<file path="src/rtl/coprocessor_0_pkg.sv">
// CP0 shared definitions: register indices, field positions,
// the eret encoding and exception codes.
package cp0_pkg;

    localparam logic [4:0] REG_SR    = 5'd12;
    localparam logic [4:0] REG_CAUSE = 5'd13;
    localparam logic [4:0] REG_EPC   = 5'd14;
    localparam logic [4:0] REG_PRID  = 5'd15;

    localparam int SR_IE   = 0;
    localparam int SR_EXL  = 1;
    localparam int IM_LO   = 10;
    localparam int IM_HI   = 15;
    localparam int EXC_LO  = 2;
    localparam int EXC_HI  = 6;
    localparam int CAUSE_BD = 31;

    localparam logic [31:0] ERET = 32'h4200_0018;

    typedef enum logic [4:0] {
        EXC_INT  = 5'd0,
        EXC_ADEL = 5'd4,
        EXC_ADES = 5'd5,
        EXC_RI   = 5'd10,
        EXC_OV   = 5'd12
    } exc_code_e;

endpackage

</file>
<file path="src/rtl/coprocessor_0_if.sv">
// Pipeline <-> CP0 bundle; the CPU side is master, CP0 is slave.
interface coprocessor_0_if;

    logic [31:0] instr;
    logic [4:0]  A1;
    logic [4:0]  A2;
    logic [31:0] din;
    logic [31:0] PC;
    logic [4:0]  ExcCode;
    logic [5:0]  HWInt;
    logic        WE;
    logic        EXLClr;
    logic        EXLSet;
    logic        IntReq;
    logic [31:0] EPC;
    logic [31:0] dout;

    modport master (
        output instr, A1, A2, din, PC, ExcCode, HWInt,
        output WE, EXLClr, EXLSet,
        input  IntReq, EPC, dout
    );

    modport slave (
        input  instr, A1, A2, din, PC, ExcCode, HWInt,
        input  WE, EXLClr, EXLSet,
        output IntReq, EPC, dout
    );

endinterface

</file>
<file path="src/rtl/coprocessor_0.sv">
// System control coprocessor: SR/Cause/EPC/PRId registers and the
// combined interrupt/exception request for the M stage.
module coprocessor_0 #(
    parameter logic [31:0] PRID         = 32'h0000_4F01,
    parameter logic [31:0] HANDLER_ADDR = 32'h0000_4180
) (
    input logic            clk,
    input logic            reset,
    coprocessor_0_if.slave bus
);
    import cp0_pkg::*;

    logic [5:0]  im_q, im_d;
    logic        exl_q, exl_d;
    logic        ie_q, ie_d;
    logic [5:0]  ip_q, ip_d;
    logic [4:0]  exc_q, exc_d;
    logic [31:0] epc_q, epc_d;
    logic [31:0] rdata;
    logic        eret;
    logic        unused;

    // Handler address is consumed by fetch; low PC bits are word-aligned away.
    assign unused = ^{bus.PC[1:0], HANDLER_ADDR};

    assign eret = (bus.instr == ERET);

    always_comb begin
        im_d  = im_q;
        exl_d = exl_q;
        ie_d  = ie_q;
        ip_d  = bus.HWInt;
        exc_d = exc_q;
        epc_d = epc_q;
        if (bus.EXLSet) begin
            exl_d = 1'b1;
            epc_d = {bus.PC[31:2], 2'b00};
            exc_d = bus.ExcCode;
        end else begin
            if (bus.WE) begin
                case (bus.A2)
                    REG_SR: begin
                        im_d  = bus.din[IM_HI:IM_LO];
                        exl_d = bus.din[SR_EXL];
                        ie_d  = bus.din[SR_IE];
                    end
                    REG_EPC: epc_d = bus.din;
                    default: ;
                endcase
            end
            // Return clears EXL even over an mtc0 to SR.
            if (bus.EXLClr || eret) exl_d = 1'b0;
        end
    end

    always_ff @(posedge clk or negedge reset) begin
        if (!reset) begin
            im_q  <= '0;
            exl_q <= 1'b0;
            ie_q  <= 1'b0;
            ip_q  <= '0;
            exc_q <= '0;
            epc_q <= '0;
        end else begin
            im_q  <= im_d;
            exl_q <= exl_d;
            ie_q  <= ie_d;
            ip_q  <= ip_d;
            exc_q <= exc_d;
            epc_q <= epc_d;
        end
    end

    assign bus.IntReq = reset & ~exl_q &
                        ((ie_q & |(bus.HWInt & im_q)) | (|bus.ExcCode));

    always_comb begin
        rdata = '0;
        case (bus.A1)
            REG_SR: begin
                rdata[IM_HI:IM_LO] = im_q;
                rdata[SR_EXL]      = exl_q;
                rdata[SR_IE]       = ie_q;
            end
            REG_CAUSE: begin
                rdata[CAUSE_BD]      = 1'b0;
                rdata[IM_HI:IM_LO]   = ip_q;
                rdata[EXC_HI:EXC_LO] = exc_q;
            end
            REG_EPC:  rdata = epc_q;
            REG_PRID: rdata = PRID;
            default:  rdata = '0;
        endcase
    end

    assign bus.dout = rdata;
    assign bus.EPC  = epc_q;

endmodule

</file>
<file path="src/flat_wrapper.sv">
// flat-port wrapper written by rule: the top's interface ports become plain ports
module coprocessor_0_flat import cp0_pkg::*;
#(
    parameter logic [31:0] PRID         = 32'h0000_4F01,
    parameter logic [31:0] HANDLER_ADDR = 32'h0000_4180
)
  (clk, reset, bus_instr, bus_A1, bus_A2, bus_din, bus_PC, bus_ExcCode, bus_HWInt, bus_WE, bus_EXLClr, bus_EXLSet, bus_IntReq, bus_EPC, bus_dout);
  coprocessor_0_if bus_i ();
  input logic clk;
  input logic reset;
  input wire logic [$bits(bus_i.instr)-1:0] bus_instr;
  input wire logic [$bits(bus_i.A1)-1:0] bus_A1;
  input wire logic [$bits(bus_i.A2)-1:0] bus_A2;
  input wire logic [$bits(bus_i.din)-1:0] bus_din;
  input wire logic [$bits(bus_i.PC)-1:0] bus_PC;
  input wire logic [$bits(bus_i.ExcCode)-1:0] bus_ExcCode;
  input wire logic [$bits(bus_i.HWInt)-1:0] bus_HWInt;
  input wire logic [$bits(bus_i.WE)-1:0] bus_WE;
  input wire logic [$bits(bus_i.EXLClr)-1:0] bus_EXLClr;
  input wire logic [$bits(bus_i.EXLSet)-1:0] bus_EXLSet;
  output wire logic [$bits(bus_i.IntReq)-1:0] bus_IntReq;
  output wire logic [$bits(bus_i.EPC)-1:0] bus_EPC;
  output wire logic [$bits(bus_i.dout)-1:0] bus_dout;
  assign bus_i.instr = bus_instr;
  assign bus_i.A1 = bus_A1;
  assign bus_i.A2 = bus_A2;
  assign bus_i.din = bus_din;
  assign bus_i.PC = bus_PC;
  assign bus_i.ExcCode = bus_ExcCode;
  assign bus_i.HWInt = bus_HWInt;
  assign bus_i.WE = bus_WE;
  assign bus_i.EXLClr = bus_EXLClr;
  assign bus_i.EXLSet = bus_EXLSet;
  assign bus_IntReq = bus_i.IntReq;
  assign bus_EPC = bus_i.EPC;
  assign bus_dout = bus_i.dout;
  coprocessor_0 #(.PRID(PRID), .HANDLER_ADDR(HANDLER_ADDR)) u_core (.clk(clk), .reset(reset), .bus(bus_i));
endmodule
</file>
<file path="config.mk">
export PLATFORM = sky130hd
export DESIGN_NAME = coprocessor_0_flat
export DESIGN_NICKNAME = d
export VERILOG_FILES = /design/src/rtl/coprocessor_0_pkg.sv /design/src/rtl/coprocessor_0_if.sv /design/src/rtl/coprocessor_0.sv /design/src/flat_wrapper.sv
export SDC_FILE = /design/constraint.sdc
export NUM_CORES = 1
export LEC_CHECK = 0
export ABC_CLOCK_PERIOD_IN_PS = 2100
export CAP_MARGIN = 20
export CORE_ASPECT_RATIO = 1.25
export CORE_MARGIN = 1
export CORE_UTILIZATION = 38
export DETAILED_ROUTE_END_ITERATION = 10
export PLACE_DENSITY = 0.94
export SYNTH_ARGS = -nofsm -noshare
export SYNTH_HDL_FRONTEND = slang
export SYNTH_SLANG_ARGS = --single-unit
</file>
<file path="constraint.sdc">
create_clock -name clk -period 2.1 [get_ports clk]
set_input_delay 0.315 -clock clk [delete_from_list [all_inputs] [get_ports clk]]
set_output_delay 0.315 -clock clk [all_outputs]
set_load 0.005 [all_outputs]
</file>
# Word level (Yosys, flattened, before mapping)
# Index checks and enable logic that the tools add are counted.
dict set report op_classes {
  eq_ne 7
  mux 13
  bitwise 7
  n_reduce_logical 10
}
# cell n
set ops {}
lappend ops {{$mux 32} 3}
lappend ops {{$eq 32x31->1 const B} 1}
lappend ops {{$eq 5x4->1 const B} 6}
lappend ops {{$pmux 6 s4} 1}
lappend ops {{$mux 15} 1}
lappend ops {{$pmux 5 s2} 1}
lappend ops {{$and 6x6->6} 1}
lappend ops {{$pmux 2 s3} 1}
lappend ops {{$pmux 3 s2} 1}
lappend ops {{$reduce_bool 3->1} 2}
lappend ops {{$reduce_or 6->1} 1}
lappend ops {{$mux 1} 5}
lappend ops {{$reduce_or 5->1} 1}
lappend ops {{$reduce_and 2->1} 2}
lappend ops {{$reduce_bool 2->1} 2}
lappend ops {{$and 1x1->1} 3}
lappend ops {{$reduce_and 3->1} 1}
lappend ops {{$not 1->1} 2}
lappend ops {{$logic_or 1x1->1} 1}
lappend ops {{$or 1x1->1} 1}
dict set report totals {
  reg_bits 51
  input_bits 122
  out_inout_bits 65
  word_cells 43
}

# Depth between registers and ports, before layout
dict set report depth {
  word_depth 5
  depth_mapped 5
  mapped_depth_nobuf 4
}

# Least setup slack after synthesis
# Ideal clock, no wire load.
dict set report synth_timing {
  path_kind {input to output}
  from {input port bus_A1[4]}
  to {output port bus_dout[21]}
  t_arrival_ns 1.119
  required_time_ns 1.785
  path_slack_ns 0.666
  path_stages 4
  path_buffers 1
  path_cell_list {nand4b_1 nor2_1 clkbuf_1 and2_1}
}
dict set report synth_between {
  elab_chain_len 2
}
# item line_no
set synth_lines {}
lappend synth_lines {{start: declaration} flat_wrapper.sv:12} ;# input wire logic [$bits(bus_i.A1)-1:0] bus_A1;
lappend synth_lines {{$eq 5x4->1} coprocessor_0.sv:79} ;# case (bus.A1)
lappend synth_lines {{$mux 15} coprocessor_0.sv:79}
lappend synth_lines {{end: declaration} flat_wrapper.sv:23} ;# output wire logic [$bits(bus_i.dout)-1:0] bus_dout;
# No other way between the ends.

# Final worst setup path
dict set report layout_timing {
  from {input port bus_ExcCode[1]}
  to {output port bus_IntReq}
}
dict set report layout_between {
  elab_chain_len 3
}
# item line_no
set layout_lines {}
lappend layout_lines {{start: declaration} flat_wrapper.sv:16} ;# input wire logic [$bits(bus_i.ExcCode)-1:0] bus_ExcCode;
lappend layout_lines {{$reduce_or 5->1} coprocessor_0.sv:75} ;# ((ie_q & |(bus.HWInt & im_q)) | (|bus.ExcCode));
lappend layout_lines {{$or 1x1->1} coprocessor_0.sv:75}
lappend layout_lines {{$and 1x1->1} coprocessor_0.sv:74} ;# assign bus.IntReq = reset & ~exl_q &
lappend layout_lines {{end: declaration} flat_wrapper.sv:21} ;# output wire logic [$bits(bus_i.IntReq)-1:0] bus_IntReq;
# No other way between the ends.

==> out/qor.csv <==
stage,metric,value,unit
run_status,status,completed,
sta,fin_worst_skew,0,ps
placement,pre_cts_ws,-302,ps
sta,slew_headroom,57.3,%
synthesis,synth_warnings,0,
global_routing,antenna_found_initial,0,
die,ios,187,
die,placementRows,34,
synthesis,syn-num-nets,386,
run,cap_violations,0,
cts,clock_path_buffers,2,
critical_path,slowest_delay,540,ps
sta,finalCritPeriodShare,96.0,%
routing,drc,0,
synthesis,ys_types,31,
synthesis,synthesis.instances,264,
critical_path,required,1780,ps
die,initial_core_util,39.0,%
critical_path,path_class,input pin to output pin,
global_routing,overflow,0,
routing,drt-initial-drc-count,68,
synthesis,avgSynthCellArea,10.3,µm²
critical_path,startpoint_type,input pin,
placement,port_buffers,184,
sta,hold_viol,0,
sta,layout_min_cycle_time,2020,ps
finish,fin_nets,592,
routing,drt_wl_total,9030,µm
hold_path,hold_class,input pin to async pin,
global_routing,grt_pass1_wl,14100,µm
die,dieArea,0.00747,mm²
die,die_h,96.4,µm
routing,antenna_left,0,
synthesis,ys_seq_area_share,47.2,%
critical_path,worstPathMaxFanout,2,
routing,vias_per_cell,5.04,
routing,vias,2825,
finish,mostFrequentLayoutCells,"clkdlybuf4s50_1, dfrtp_1, mux2i_1",
pwr,p_per_area,499,mW/mm²
critical_path,crit_path_end_kind,output pin,
synthesis,ys_ff_latch,51,
critical_path,path_cells,"clkdlybuf4s50_1, or4_4, a211oi_2, nor3b_1, clkbuf_2",
global_routing,track_usage,24.5,%
cts,clk_latency,290,ps
finish,synthToLayoutAreaGrowth,82.5,%
placement,gp_congestion,0.857,
finish,finalNonFillerCells,561,
cts,cts_tree,yes,
cts,cts_max_level,2,
pwr,vdd_drop_max,313,µV
sta,fmax,0.496,GHz
sta,finalWorstSetupSlack,83.1,ps
placement,dp_cells,541,
cts,cts_made_buffers,5,
critical_path,cp_data_arrival_time,1700,ps
global_routing,grt_max_degree,52,
finish,drive_gt1_share,14.9,%
routing,first_pass_iters,4,
placement,dp_hpwl,6890,µm
finish,diodes,0,
cts,cts_hold_buf,0,
sta,tightest_slew,640,ps
cts,cts-root-buf,clkbuf_8,
sta,report.final.slew_viol_count,0,
global_routing,grt_pass1_vias,2968,
pwr,power_leakage,2.07,nW
die,die_w,77.5,µm
critical_path,slowest_stage,or4_4,
finish,final_common_cell,clkdlybuf4s50_1,
cts,cts_num_sinks,51,
synthesis,netlist_area,0.00271,mm²
sta,setup_viol,0,
critical_path,r2r_cells,3,
die,core_area,0.00693,mm²
cts,path_clk_slew,100,ps
routing,drt-wirelength-per-cell,16.1,µm
==> Yosys cell counts <==
library cell | n | share of area, %
dfrtp_1 | 51 | 47
mux2i_1 | 37 | 14
nand2_1 | 32 | 4.4
o21ai_1 | 27 | 5.0
nor2_1 | 22 | 3.1
and2_1 | 17 | 3.9
mux2_2 | 15 | 6.2
clkbuf_1 | 10 | 1.4
a22oi_1 | 8 | 2.2
a21oi_1 | 4 | 0.74
nor4_1 | 4 | 0.92
nor4b_1 | 4 | 1.3
buf_2 | 3 | 0.55
buf_8 | 3 | 1.7
nand2b_1 | 3 | 0.69
o21ai_0 | 3 | 0.55
o22ai_1 | 3 | 0.69
nand4b_1 | 2 | 0.65
nor2b_1 | 2 | 0.46
nor3_1 | 2 | 0.37
or4_1 | 2 | 0.55
a211oi_1 | 1 | 0.28
a2bb2oi_1 | 1 | 0.32
nand3_1 | 1 | 0.18
nand3b_1 | 1 | 0.28
nand4_1 | 1 | 0.23
nand4_2 | 1 | 0.46
nor3_4 | 1 | 0.60
nor3b_1 | 1 | 0.28
nor4_4 | 1 | 0.79
o21ai_2 | 1 | 0.32
==> kinds of logic after synthesis <==
family,count (synthesis),synth area share [%]
AND/OR/NAND/NOR,97,19.2
AO/OA/AOI/OAI,48,10.1
buffers and inverters,16,3.61
flip-flops,51,47.2
multiplexers,52,19.9
==> metrics by stage <==
stage | utilization [%] | power [W] | instance area [µm²] | setup TNS, ps | hold WS, ps
detailed placement | 68.1 | 0.00178 | 4720 | -6140 | 505
CTS | 71.1 | 0.00248 | 4930 | -9.10 | 178
floorplan | - | 0.00133 | 2710 | 0 | 19.4
global route | 71.2 | 0.00259 | 4940 | -11.5 | 205
finish | 71.2 | 0.00247 | 4940 | 0 | 158
global placement | 68.1 | 0.00176 | 4720 | -6600 | 492
==> cell type report <==
type | count | area (µm²)
Clock inverter | 3 | 46.3
Clock buffer | 5 | 68.8
Fill cell | 528 | 2000
Tap cell | 90 | 113
Multi-Input combinational cell | 197 | 1360
Timing Repair Buffer | 215 | 2070
Sequential cell | 51 | 1280
==> registers in the layout (all words and copies together) (netlist names) <==
name / count
u_core.bus.EPC: 32
u_core.im_q: 6
u_core.ip_q: 6
u_core.exc_q: 5
u_core.exl_q: 1
u_core.ie_q: 1
==> routing by layer <==
metal,part of all wire [%],GRT usage [%],up-vias,wire length [µm]
met3,6.4,5.50,16,581
met5,0,0,-,0
li1,-,-,1347,-
met1,35,24.7,1336,3170
met4,2.1,8.49,0,193
met2,56,48.9,126,5080
==> report_power, final <==
group | switching, W | internal, W | total [W]
Sequential | 0.0000690 | 0.00107 | 0.00114
Clock | 0.000334 | 0.000359 | 0.000693
Combinational | 0.000218 | 0.000416 | 0.000635
==> path summary, 6_finish.rpt <==
| check | from | end | slack [ps] |
|---|---|---|---|
| min in group clk | bus_HWInt[5] | u_core.ip_q[5] | 480 |
| hold reg to reg | u_core.exc_q[3] | u_core.exc_q[3] | 530 |
| setup reg to reg | u_core.exl_q | u_core.exl_q | 1250 |
| max in group asynchronous | reset | u_core.bus.EPC[27] | 1510 |
| hold / removal | reset | u_core.im_q[0] | 160 |
| setup / recovery | bus_ExcCode[1] | bus_IntReq | 80 |
==> worst max-delay path, delay by kind of cell <==
family / cells / cell delay [ps]
AO/OA/AOI/OAI: 1 / 240
AND/OR/NAND/NOR: 2 / 620
buffers and inverters: 2 / 530
==> timing repair <==
item,CTS,global route
setup endpoints to repair,32,7
pin swaps,3,4
setup buffers,10,0
gates cloned,2,0
resized for setup,50,8
Note: power is estimated with default switching activity, not from simulation.
